**src/rtl/flag_pkg.sv**
```systemverilog
`default_nettype none
// ============================================================================
//  Module   : flag_pkg
//  Purpose  : Shared definitions for the NZCV flag unit. Holds the operation
//             class codes, flag bit positions, ARM condition codes, the reset
//             flag word, and the condition evaluator used for branches.
//  Ports    : none (package)
//  Revision : 1.0 - initial release
// ============================================================================
package flag_pkg;

  // Operation classes driven by the ALU/shifter on op_class
  localparam logic [1:0] OP_LOGIC = 2'b00;
  localparam logic [1:0] OP_ADD   = 2'b01;
  localparam logic [1:0] OP_SUB   = 2'b10;
  localparam logic [1:0] OP_SHIFT = 2'b11;

  // Bit positions inside the {N,Z,C,V} flag word
  localparam int FLAG_N = 3;
  localparam int FLAG_Z = 2;
  localparam int FLAG_C = 1;
  localparam int FLAG_V = 0;

  // ARM condition-code encoding
  localparam logic [3:0] COND_EQ = 4'd0;
  localparam logic [3:0] COND_NE = 4'd1;
  localparam logic [3:0] COND_CS = 4'd2;
  localparam logic [3:0] COND_CC = 4'd3;
  localparam logic [3:0] COND_MI = 4'd4;
  localparam logic [3:0] COND_PL = 4'd5;
  localparam logic [3:0] COND_VS = 4'd6;
  localparam logic [3:0] COND_VC = 4'd7;
  localparam logic [3:0] COND_HI = 4'd8;
  localparam logic [3:0] COND_LS = 4'd9;
  localparam logic [3:0] COND_GE = 4'd10;
  localparam logic [3:0] COND_LT = 4'd11;
  localparam logic [3:0] COND_GT = 4'd12;
  localparam logic [3:0] COND_LE = 4'd13;
  localparam logic [3:0] COND_AL = 4'd14;
  localparam logic [3:0] COND_NV = 4'd15;

  // Flag word after reset: only Z set
  localparam logic [3:0] FLAGS_RESET = 4'b0100;

  // Evaluate a condition code against a {N,Z,C,V} word
  function automatic logic condEval(input logic [3:0] f, input logic [3:0] c);
    logic n, z, cy, v, res;
    n   = f[FLAG_N];
    z   = f[FLAG_Z];
    cy  = f[FLAG_C];
    v   = f[FLAG_V];
    res = 1'b0;
    case (c)
      COND_EQ: res = z;
      COND_NE: res = !z;
      COND_CS: res = cy;
      COND_CC: res = !cy;
      COND_MI: res = n;
      COND_PL: res = !n;
      COND_VS: res = v;
      COND_VC: res = !v;
      COND_HI: res = cy && !z;
      COND_LS: res = !cy || z;
      COND_GE: res = (n == v);
      COND_LT: res = (n != v);
      COND_GT: res = !z && (n == v);
      COND_LE: res = z || (n != v);
      COND_AL: res = 1'b1;
      COND_NV: res = 1'b0;
      default: res = 1'b0;
    endcase
    return res;
  endfunction

endpackage
`default_nettype wire

```
**src/rtl/flag_stack.sv**
```systemverilog
`default_nettype none
// ============================================================================
//  Module   : flag_stack
//  Purpose  : LIFO of 4-bit flag words used to save/restore flags around
//             interrupts. Simultaneous push and pop, push when full and pop
//             when empty are all ignored and raise a one-cycle err pulse.
//  Ports    : clk, reset (async, active-low)
//             push, pop       - stack requests
//             pushData        - word stored on a legal push
//             popData         - current top-of-stack word
//             popOk           - a legal pop happens this cycle (combinational)
//             empty, full     - registered status
//             err             - registered one-cycle illegal-operation pulse
//  Revision : 1.0 - initial release
// ============================================================================
module flag_stack
  import flag_pkg::*;
#(
  parameter int STACK_DEPTH = 4
) (
  input  logic       clk,
  input  logic       reset,
  input  logic       push,
  input  logic       pop,
  input  logic [3:0] pushData,
  output logic [3:0] popData,
  output logic       popOk,
  output logic       empty,
  output logic       full,
  output logic       err
);

  localparam int PTR_W = $clog2(STACK_DEPTH + 1);
  localparam int IDX_W = (STACK_DEPTH > 1) ? $clog2(STACK_DEPTH) : 1;

  logic [PTR_W-1:0] r_ptr;
  logic [PTR_W-1:0] w_ptrNext;
  logic [3:0]       r_mem [STACK_DEPTH];
  logic             r_empty;
  logic             r_full;
  logic             r_err;
  logic             w_pushOk;
  logic             w_popOk;
  logic             w_err;
  logic [IDX_W-1:0] w_topIdx;
  logic [IDX_W-1:0] w_wrIdx;

  // A push/pop collision cancels both, so each side is only legal alone
  assign w_pushOk = push && !pop && !r_full;
  assign w_popOk  = pop && !push && !r_empty;
  assign w_err    = (push && pop) || (push && r_full) || (pop && r_empty);

  always_comb begin
    w_ptrNext = r_ptr;
    if (w_pushOk) begin
      w_ptrNext = r_ptr + PTR_W'(1);
    end else if (w_popOk) begin
      w_ptrNext = r_ptr - PTR_W'(1);
    end
  end

  assign w_topIdx = IDX_W'(r_ptr - PTR_W'(1));
  assign w_wrIdx  = IDX_W'(r_ptr);

  // Status flags are registered from the next pointer so they line up with it
  always_ff @(posedge clk or negedge reset) begin
    if (!reset) begin
      r_ptr   <= '0;
      r_empty <= 1'b1;
      r_full  <= 1'b0;
      r_err   <= 1'b0;
    end else begin
      r_ptr   <= w_ptrNext;
      r_empty <= (w_ptrNext == '0);
      r_full  <= (w_ptrNext == PTR_W'(STACK_DEPTH));
      r_err   <= w_err;
    end
  end

  // Storage needs no reset: contents are meaningless while the pointer is 0
  always_ff @(posedge clk) begin
    if (w_pushOk) begin
      r_mem[w_wrIdx] <= pushData;
    end
  end

  assign popData = r_empty ? 4'b0000 : r_mem[w_topIdx];
  assign popOk   = w_popOk;
  assign empty   = r_empty;
  assign full    = r_full;
  assign err     = r_err;

endmodule
`default_nettype wire

```
**src/rtl/flag_unit.sv**
```systemverilog
`default_nettype none
// ============================================================================
//  Module   : flag_unit
//  Purpose  : NZCV status-flag unit. Builds candidate flags from an ALU
//             operation, applies per-flag masking, arbitrates between stack
//             restore / direct write / ALU update, holds the flag register
//             and evaluates branch conditions from the registered flags.
//  Ports    : clk, reset (async, active-low)
//             upd_valid, upd_mask, op_class, opa, opb, result, shift_carry
//                         - ALU flag update request and its operands
//             wr_valid, wr_flags - direct flag write
//             push, pop   - save/restore flags on the internal stack
//             cond        - condition code; cond_true is its result
//             flags       - registered {N,Z,C,V}
//             stack_empty, stack_full, stack_err - stack status
//  Revision : 1.0 - initial release
// ============================================================================
module flag_unit
  import flag_pkg::*;
#(
  parameter int WIDTH       = 8,
  parameter int STACK_DEPTH = 4
) (
  input  logic             clk,
  input  logic             reset,
  input  logic             upd_valid,
  input  logic [3:0]       upd_mask,
  input  logic [1:0]       op_class,
  input  logic [WIDTH-1:0] opa,
  input  logic [WIDTH-1:0] opb,
  input  logic [WIDTH-1:0] result,
  input  logic             shift_carry,
  input  logic             wr_valid,
  input  logic [3:0]       wr_flags,
  input  logic             push,
  input  logic             pop,
  input  logic [3:0]       cond,
  output logic [3:0]       flags,
  output logic             cond_true,
  output logic             stack_empty,
  output logic             stack_full,
  output logic             stack_err
);

  localparam int MSB = WIDTH - 1;

  logic [3:0] r_flags;
  logic [3:0] w_cand;
  logic [3:0] w_effMask;
  logic [3:0] w_updFlags;
  logic [3:0] w_flagsNext;
  logic [3:0] w_popData;
  logic       w_popOk;
  logic       w_addCarry;

  // opa + opb overflows WIDTH bits exactly when opa > (2^WIDTH-1 - opb) = ~opb
  assign w_addCarry = (opa > ~opb);

  always_comb begin
    w_cand         = r_flags;
    w_effMask      = upd_mask;
    w_cand[FLAG_N] = result[MSB];
    w_cand[FLAG_Z] = (result == '0);
    case (op_class)
      OP_ADD: begin
        w_cand[FLAG_C] = w_addCarry;
        w_cand[FLAG_V] = (opa[MSB] == opb[MSB]) && (result[MSB] != opa[MSB]);
      end
      OP_SUB: begin
        w_cand[FLAG_C] = (opa >= opb);
        w_cand[FLAG_V] = (opa[MSB] != opb[MSB]) && (result[MSB] != opa[MSB]);
      end
      OP_SHIFT: begin
        w_cand[FLAG_C] = shift_carry;
      end
      default: begin
        // Logic ops never touch C/V, whatever the mask says
        w_effMask[FLAG_C] = 1'b0;
        w_effMask[FLAG_V] = 1'b0;
      end
    endcase
  end

  assign w_updFlags = (w_effMask & w_cand) | (~w_effMask & r_flags);

  // Restore beats direct write beats ALU update
  always_comb begin
    w_flagsNext = r_flags;
    if (w_popOk) begin
      w_flagsNext = w_popData;
    end else if (wr_valid) begin
      w_flagsNext = wr_flags;
    end else if (upd_valid) begin
      w_flagsNext = w_updFlags;
    end
  end

  always_ff @(posedge clk or negedge reset) begin
    if (!reset) begin
      r_flags <= FLAGS_RESET;
    end else begin
      r_flags <= w_flagsNext;
    end
  end

  // Stack saves the pre-update flag word
  flag_stack #(
    .STACK_DEPTH(STACK_DEPTH)
  ) u_stack (
    .clk     (clk),
    .reset   (reset),
    .push    (push),
    .pop     (pop),
    .pushData(r_flags),
    .popData (w_popData),
    .popOk   (w_popOk),
    .empty   (stack_empty),
    .full    (stack_full),
    .err     (stack_err)
  );

  assign flags     = r_flags;
  assign cond_true = condEval(r_flags, cond);

endmodule
`default_nettype wire

```
**config.mk**
```make
export PLATFORM = sky130hd
export DESIGN_NAME = flag_unit
export DESIGN_NICKNAME = d
export VERILOG_FILES = /design/src/rtl/flag_pkg.sv /design/src/rtl/flag_stack.sv /design/src/rtl/flag_unit.sv
export SDC_FILE = /design/constraint.sdc
export NUM_CORES = 1
export LEC_CHECK = 0
export ABC_AREA = 0
export BUFFER_PORTS_ARGS = -buffer_cell sky130_fd_sc_hd__buf_2
export CAP_MARGIN = 20
export CORE_ASPECT_RATIO = 1.4
export CORE_UTILIZATION = 52
export DETAILED_ROUTE_END_ITERATION = 8
export GPL_ROUTABILITY_DRIVEN = 0
export MAX_ROUTING_LAYER = met4
export PLACE_DENSITY = 0.8
export SYNTH_ARGS = -nofsm -noshare
export SYNTH_HDL_FRONTEND = slang
export SYNTH_SLANG_ARGS = --single-unit
```
**constraint.sdc**
```tcl
create_clock -name clk -period 2.8 [get_ports clk]
set_input_delay 0.56 -clock clk [delete_from_list [all_inputs] [get_ports clk]]
set_output_delay 0.56 -clock clk [all_outputs]
set_load 0.1 [all_outputs]
```
After elaboration in Yosys (flattened, before gate mapping)
Memories as Yosys holds them, arrays and structs flattened.
Cells that the tools add are included.
- flip-flop bits (word level): 10
- memories: 1
- memory bits (writable): 16
- input port bits: 45
- memories (memory ; depth ; width ; read ports ; clocked after memory_dff ; wr ports ; line ; RTL):
    u_stack.r_mem ; 4 ; 4 ; 1 ; 0 ; 1 ; flag_stack.sv:38 ; logic [3:0] r_mem [STACK_DEPTH];
- bitwise logic cells: 5
- magnitude comparators: 2
- equality and inequality tests: 24
- reductions and logical operators: 28
- add/sub/neg operators: 2
- muxes and demuxes: 12
- operator list (operator ; number):
    equality test 4 bit (second input constant) ; 8
    equality test 4 x 3 -> 1 bit (second input constant) ; 4
    2-to-1 mux 4 bit ; 4
    one-hot mux 1 bit (16 select lines) ; 1
    logical AND 1 bit ; 11
    bitwise AND 4 bit ; 2
    equality test 4 x 2 -> 1 bit (second input constant) ; 2
    >= comparator 8 bit ; 1
    > comparator 8 bit ; 1
    logical NOT 1 bit ; 8
    logical NOT 8 bit ; 1
    inverter 8 bit ; 1
    2-to-1 mux 3 bit ; 2
    equality test 2 bit (second input constant) ; 2
    equality test 4 x 1 -> 1 bit (second input constant) ; 1
    logical NOT 4 bit ; 1
    logical OR 1 bit ; 4
    inverter 4 bit ; 1
    bitwise OR 4 bit ; 1
    adder 3 x 1 -> 3 bit (second input constant) ; 1
    equality test 3 bit (second input constant) ; 1
    logical NOT 3 bit ; 1
    inequality test 1 bit ; 3
    one-hot mux 1 bit (3 select lines) ; 1
    8 further kinds ; 10

Longest topological paths before layout
Gate-level depths: netlist (run 1).
- depth after elaboration: 9
- mapped depth: 8

Modules after synthesis
Synthesis (run 1) repeated with hierarchy kept, for this count alone.
- cell total of the unflattened synthesis: 188
- area total of the unflattened synthesis: 2000.7 um2
- by module, submodules not included (module ; cells an instance ; sequential area each (um2) ; instances ; area each (um2)):
    flag_stack ; 60 ; 631.9 ; 1 ; 1007.2
    flag_unit ; 128 ; 101.3 ; 1 ; 993.5

Worst setup path before layout (run 1)
OpenSTA, ideal clock, no wires.
- path kind: reg-to-output
- start: reg (tool-made name)
- end: out cond_true
- data required time: 2.240 ns
- data arrival time: 2.602 ns
- path buffers: 0
- slack: -0.362 ns
- stages on the path, launching flop included: 6
- path through: dfrtp_1 -> xnor2_1 -> mux2i_1 -> or4_1 -> o2111ai_1 -> o21a_1
- RTL lines (what ; line ; RTL):
    end, declared ; flag_unit.sv:39 ; output logic cond_true,

==> results of run 1 <==
==> layer usage <==
metal / global-route usage [%] / up-vias
met5: - / -
met1: 25.1 / 704
met3: 2.73 / 4
met4: 10.8 / 0
met2: 42.3 / 53
li1: - / 723
==> power by group through the flow <==
| stage | clock network [mW] | registers [mW] | logic [mW] |
|---|---|---|---|
| final | 0.210 | 0.658 | 0.912 |
| after CTS | 0.210 | 0.658 | 0.918 |
| after detailed placement | 0 | 0.667 | 0.914 |
| after global placement | 0 | 0.660 | 0.887 |
| after floorplan | 0 | 0.903 | 0.444 |
| after global routing | 0.229 | 0.676 | 0.978 |
==> stage by stage <==
stage	instances	hold slack (ns)	power, mW	util [%]	area (um^2)
floorplan	169	0.264	1.35	-	1830
global placement	258	0.428	1.55	63.7	2150
detailed placement	258	0.433	1.58	63.7	2150
CTS	262	0.148	1.79	65.0	2200
global route	262	0.143	1.88	65.0	2200
finish	262	0.140	1.78	65.0	2200
==> area by class of cell <==
cell class	count	area (um^2)
inverter	16	60.1
clock buffer	4	45.0
tap	40	50.0
timing repair buffer	53	283
sequential	26	737
fill	291	1180
multi-input combinational	123	1020
==> worst max-delay path, stage by stage (launching register included) <==
cell,delay (ns)
dfrtp_2,0.48
xnor2_1,0.33
mux2i_1,0.13
or4_1,0.42
o2111ai_1,0.09
o21a_2,0.18
buf_12,0.17
==> placed cells by master, fill, tap and decap left out, types with 2 or more instances in the layout <==
| cell type | n |
|---|---|
| nor4_1 | 3 |
| nor2b_1 | 4 |
| xnor2_1 | 6 |
| dfstp_2 | 2 |
| edfxtp_1 | 16 |
| dfrtp_2 | 3 |
| o21ai_0 | 8 |
| dfrtp_1 | 5 |
| a221oi_1 | 2 |
| clkbuf_8 | 3 |
| nand2b_1 | 4 |
| ha_1 | 24 |
| nor2_1 | 10 |
| mux2i_1 | 3 |
| a21oi_1 | 7 |
| o22ai_1 | 2 |
| nand3_1 | 2 |
| mux2_2 | 4 |
| buf_2 | 51 |
| and3_1 | 4 |
| a21boi_0 | 2 |
| inv_1 | 16 |
| nand2_1 | 11 |
| nand3b_1 | 2 |
| mux4_2 | 4 |
==> cell families after synthesis <==
| logic type | after synthesis | synth area share, % |
|---|---|---|
| multiplexers | 11 | 9.03 |
| AO/OA/AOI/OAI | 34 | 12.7 |
| adder cells (fa/ha/maj) | 24 | 16.4 |
| flip-flops | 26 | 40.1 |
| AND/OR/NAND/NOR | 48 | 14.7 |
| XOR/XNOR | 6 | 2.87 |
| buffers and inverters | 20 | 4.11 |
==> final timing paths <==
check                                   end  slack (ns)  cells past startpoint
setup reg to reg                   register        0.79                      5
min in group clk           u_stack.r_ptr[2]        0.50                      1
setup / recovery                  cond_true        0.18                      6
hold reg to reg            u_stack.r_ptr[2]        0.50                      1
hold / removal                  u_stack.err        0.14                      1
max in group asynchronous     u_stack.empty        2.40                      1
==> impl_metrics.csv, run 1 <==
group,metric,value,unit
timing,layout_setup_ws,0.178,ns
cts,htree_levels,1,
floorplan,dieArea,0.00376,mm^2
route,vias_per_cell,5.66,
pwr,leakage,1.01,nW
route,dr.pass1.iters,4,
grt,grt_antenna_before_repair,0,
grt,grt_overflow,0,
synthesis,synth_area_per_cell,10.8,um^2
synthesis,ys_ff_latch,26,
grt,grt_pass1_wl,6330,um
synthesis,yosys_warnings,0,
finish,antennaDiodeCount,0,
synthesis,synth_most_common_cell,"ha_1",
placement,port_buffers,52,
timing,max_slew_margin,67.9,%
route,first_iter_violations,60,
route,wl_met2,2190,um
setup_path,r2r_start,"u_stack.r_ptr[0]",
cts,cts_buffers,3,
setup_path,path_class,"reg2out",
setup_path,start_kind,"register",
route,drtAntennaViolNets,0,
cts,cts-resized-gates,0,
setup_path,required,2.24,ns
synthesis,synthCells,169,
pwr,clkPwrFrac,11.8,%
route,top_layer,"met4",
grt,grt_start_max_net_pins,15,
timing,finalSetupViolCount,0,
placement,place_hpwl,3280,um
route,wl_met1,1510,um
synthesis,synth-seq-area-share,40.1,%
cts,hold_buffers,0,
timing,drv_slew,0,
timing,worst_clock_skew,0.00284,ns
job,drv_cap,0,
cts,cts_buffer_depth,2,
timing,worst_pin_slew,0.481,ns
synthesis,synth_cell_types,45,
synthesis,synth_edf_count,16,
route,drc_errors,0,
pwr,p_comb_share,51.2,%
route,routed_wl,3940,um
synthesis,synth_area_leaders,"edfxtp_1 26%, ha_1 16%, dfrtp_1 11%",
floorplan,core_area,0.00338,mm^2
pwr,internal_power,0.949,mW
cts,cts_tree,"built",
synthesis,syn-num-nets,238,
grt,grt_pass1_vias,1519,
cts,cts.sinks,26,
pwr,p_per_area,811,mW/mm^2
timing,rsz0062_at_grt,"no",
route,met3_length,181,um
synthesis,netlist_area,0.00183,mm^2
finish,area_growth,20.1,%
placement,post-place-ws,0.356,ns
pwr,peakVddDrop,0.511,mV
setup_path,end_kind,"output port",
floorplan,die_w,52.1,um
cts,post_cts_buffers,0,
setup_path,worstPathMaxFanout,9,
setup_path,crit_arrival,2.06,ns
synthesis,netlist.area_leader.share,26.3,%
outcome,status,"finished clean",
grt,grtUsageTotal,23.6,%
synthesis,synth_commonest_cells,"24 x ha_1, 16 x edfxtp_1, 16 x inv_1",
floorplan,floorplan.rows,25,
pwr,power_frac_seq,37.0,%
cts,path_clk_slew,0.08,ns
timing,final.period_utilization,93.7,%
route,route.vias.total,1484,
timing,setup_tns,0,ns
pwr,power.switching,0.831,mW
finish,layout.nets,292,
worst_hold_path,hold_class,"in2async",
synthesis,synth-main-ff-cell,"edfxtp_1",
cts,clockRootBuffer,"clkbuf_8",
finish,final_layout_size_suffix_gt1_share,33.3,%
floorplan,ios,53,
floorplan,initial_utilization,54.1,%
cts,clkLatencyLatePin,0.26,ns
route,wire_per_inst,15.0,um
timing,hold_violations,0,
floorplan,fp.dieH,72.2,um
synthesis,yosysTopAreaCell,"edfxtp_1",
timing,min_period,2.62,ns
pwr,swShare,46.7,%
synthesis,async_flop_share,38.5,%
timing,max_freq,381,MHz
No activity file was read; power rests on OpenSTA's default activity.
==> run 2, diff against run 1 <==
--- a/config.mk
+++ b/config.mk
@@ -5,7 +5,7 @@
 export SDC_FILE = /design/constraint.sdc
 export NUM_CORES = 1
 export LEC_CHECK = 0
-export ABC_AREA = 0
+export ABC_AREA = 1
 export BUFFER_PORTS_ARGS = -buffer_cell sky130_fd_sc_hd__buf_2
 export CAP_MARGIN = 20
 export CORE_ASPECT_RATIO = 1.4
@@ -13,7 +13,7 @@
 export DETAILED_ROUTE_END_ITERATION = 8
 export GPL_ROUTABILITY_DRIVEN = 0
 export MAX_ROUTING_LAYER = met4
-export PLACE_DENSITY = 0.8
+export PLACE_DENSITY = 0.79
 export SYNTH_ARGS = -nofsm -noshare
 export SYNTH_HDL_FRONTEND = slang
 export SYNTH_SLANG_ARGS = --single-unit
==> run 2 against run 1 <==
Compared with the run above: design area increased by 4.3%; critical path depth increased by 1; clock-buffer cell count unchanged; largest cell class unchanged; clock skew increased by 0.0035 ns; via count increased by 19%.
==> impl_metrics.csv, run 2 <==
group,metric,value,unit
pwr,p_per_area,739,mW/mm^2
timing,fin_hold_ws,0.137,ns
synthesis,synthCells,240,
cts,cts.sinks,26,
synthesis,synth_most_common_cell,"nand2_1",
route,route.vias.total,1760,
route,routed_wl,4120,um
timing,setup_tns,0,ns
floorplan,initial_utilization,55.5,%
timing,min_period,2.50,ns
setup_path,required,2.24,ns
synthesis,yosysTopAreaCell,"edfxtp_1",
finish,layout_common_cells,"52 x buf_2, 45 x nand2_1, 38 x inv_1, 38 x nor2_1, 24 x ha_1",
route,drc_errors,0,
synthesis,synth_commonest_cells,"45 x nand2_1, 38 x inv_1, 38 x nor2_1",
outcome,status,"finished clean",
timing,worst_clock_skew,0.00635,ns
cts,post_cts_buffers,0,
synthesis,yosys_warnings,0,
finish,layout.nets,365,
route,drtAntennaViolNets,0,
cts,cts_buffer_depth,2,
grt,grt_antenna_before_repair,0,
synthesis,synth_area_leaders,"edfxtp_1 25%, ha_1 16%, dfrtp_1 10%",
placement,dp.cells,331,
synthesis,synth-seq-area-share,38.4,%
route,dr.pass1.iters,4,
synthesis,async_flop_share,38.5,%
placement,port_buffers,52,
timing,max_freq,401,MHz
synthesis,syn-num-nets,309,
grt,grt_pass1_wl,6830,um
floorplan,core_area,0.00344,mm^2
setup_path,rrSetupSlack,0.90,ns
placement,place_area,0.00222,mm^2
route,vias_per_cell,5.25,
route,wire_per_inst,12.3,um
finish,stdcell_area,0.00229,mm^2
floorplan,ios,53,
finish,antennaDiodeCount,0,
setup_path,worstPathMaxFanout,9,
floorplan,die_w,53.2,um
grt,grt_overflow,0,
synthesis,synth_area_per_cell,7.96,um^2
finish,area_growth,19.9,%
synthesis,netlist_area,0.00191,mm^2
finish,multiInputGateArea,0.00102,mm^2
timing,final.period_utilization,89.2,%
finish,fillCellCount,313,
grt,grt_start_max_net_pins,16,
finish,final_layout_size_suffix_gt1_share,23.1,%
timing,rsz0062_at_grt,"no",
grt,grt_pass1_vias,1665,
setup_path,r2r_start,"u_stack.r_ptr[0]",
finish,register_area,734,um^2
job,drv_cap,0,
cts,htree_levels,1,
timing,max_slew_margin,67.2,%
timing,drv_slew,0,
setup_path,path_class,"reg2out",
setup_path,end_kind,"output port",
floorplan,dieArea,0.00392,mm^2
synthesis,synth-main-ff-cell,"edfxtp_1",
floorplan,floorplan.rows,25,
synthesis,synth_edf_count,16,
cts,cts-resized-gates,0,
setup_path,crit_arrival,1.94,ns
placement,place_hpwl,3380,um
cts,cts_buffers,3,
cts,cts_tree,"built",
route,first_iter_violations,45,
cts,path_clk_slew,0.09,ns
cts,clkLatencyLatePin,0.27,ns
setup_path,rr_worst_depth,7,
synthesis,netlist.area_leader.share,25.2,%
cts,hold_buffers,0,
synthesis,synth_cell_types,34,
finish,final_cells,335,
pwr,peakVddDrop,0.629,mV
timing,finalSetupViolCount,0,
synthesis,ys_ff_latch,26,
timing,hold_violations,0,
cts,clockRootBuffer,"clkbuf_8",
pwr,leakage,1.21,nW
setup_path,start_kind,"register",
floorplan,fp.dieH,73.7,um
timing,worst_pin_slew,0.496,ns
grt,grtUsageTotal,24.6,%
worst_hold_path,hold_class,"in2async",
finish,mostFrequentLayoutCell,"buf_2",
-- run 2: changes by cell type after synthesis, moves of 5 or more --
| cell | change |
|---|---|
| nor2_1 | +28 |
| inv_1 | +22 |
| xnor2_1 | -5 |
| nand2_1 | +34 |
| nand3_1 | +7 |
| o21ai_0 | +8 |
-- run 2: kinds of logic after synthesis --
| logic type | after synthesis | share of synthesized area [%] |
|---|---|---|
| buf+inv | 41 | 8.19 |
| xor+xnor | 5 | 2.29 |
| simple gates | 107 | 24.1 |
| compound gates | 37 | 11.3 |
| flops | 26 | 38.4 |
| fa+ha+maj | 24 | 15.7 |
-- run 2: worst max-delay path, stage by stage (launching register included) --
cell and delay, ns:
dfrtp_2 0.48, xnor2_1 0.30, o21ai_1 0.12, nand3b_1 0.17, nand3_1 0.08, nor2_1 0.05, nand3_2 0.04, buf_2 0.41
-- run 2: cell type report --
cell class / count / area share, %
clock buffers: 4 / 2.90
multi-input cells: 173 / 44.8
repair buffers: 53 / 11.7
inverters: 39 / 6.39
flip-flops and latches: 26 / 32.1
well taps: 40 / 2.19
-- run 2: worst max path at each step --
stage,slack (ns),end,depth (start not counted)
3_5_place_dp,0.40,cond_true,11
3_3_place_gp,0.47,cond_true,11
2_1_floorplan,0.15,cond_true,6
4_1_cts,0.29,cond_true,7
6_report,0.30,cond_true,7
5_1_grt,0.19,cond_true,7
-- run 2: stage by stage --
step	worst slack [ns]	utilization (%)	power, mW
after global routing	0.193	66.5	1.82
after floorplan	0.146	-	1.22
final	0.304	66.5	1.69
after detailed placement	0.400	64.6	1.43
after CTS	0.294	66.5	1.70
after global placement	0.466	64.6	1.41
-- run 2: layer usage --
metal | track usage (%) | wire [um]
met5 | - | 0
met4 | 9.06 | 64
met3 | 2.90 | 170
met2 | 46.1 | 2250
met1 | 24.9 | 1640
-- run 2: report_power, final --
part	switching, mW	total, mW	internal, mW
registers	0.0826	0.596	0.513
clock network	0.115	0.270	0.155
logic	0.600	0.827	0.227
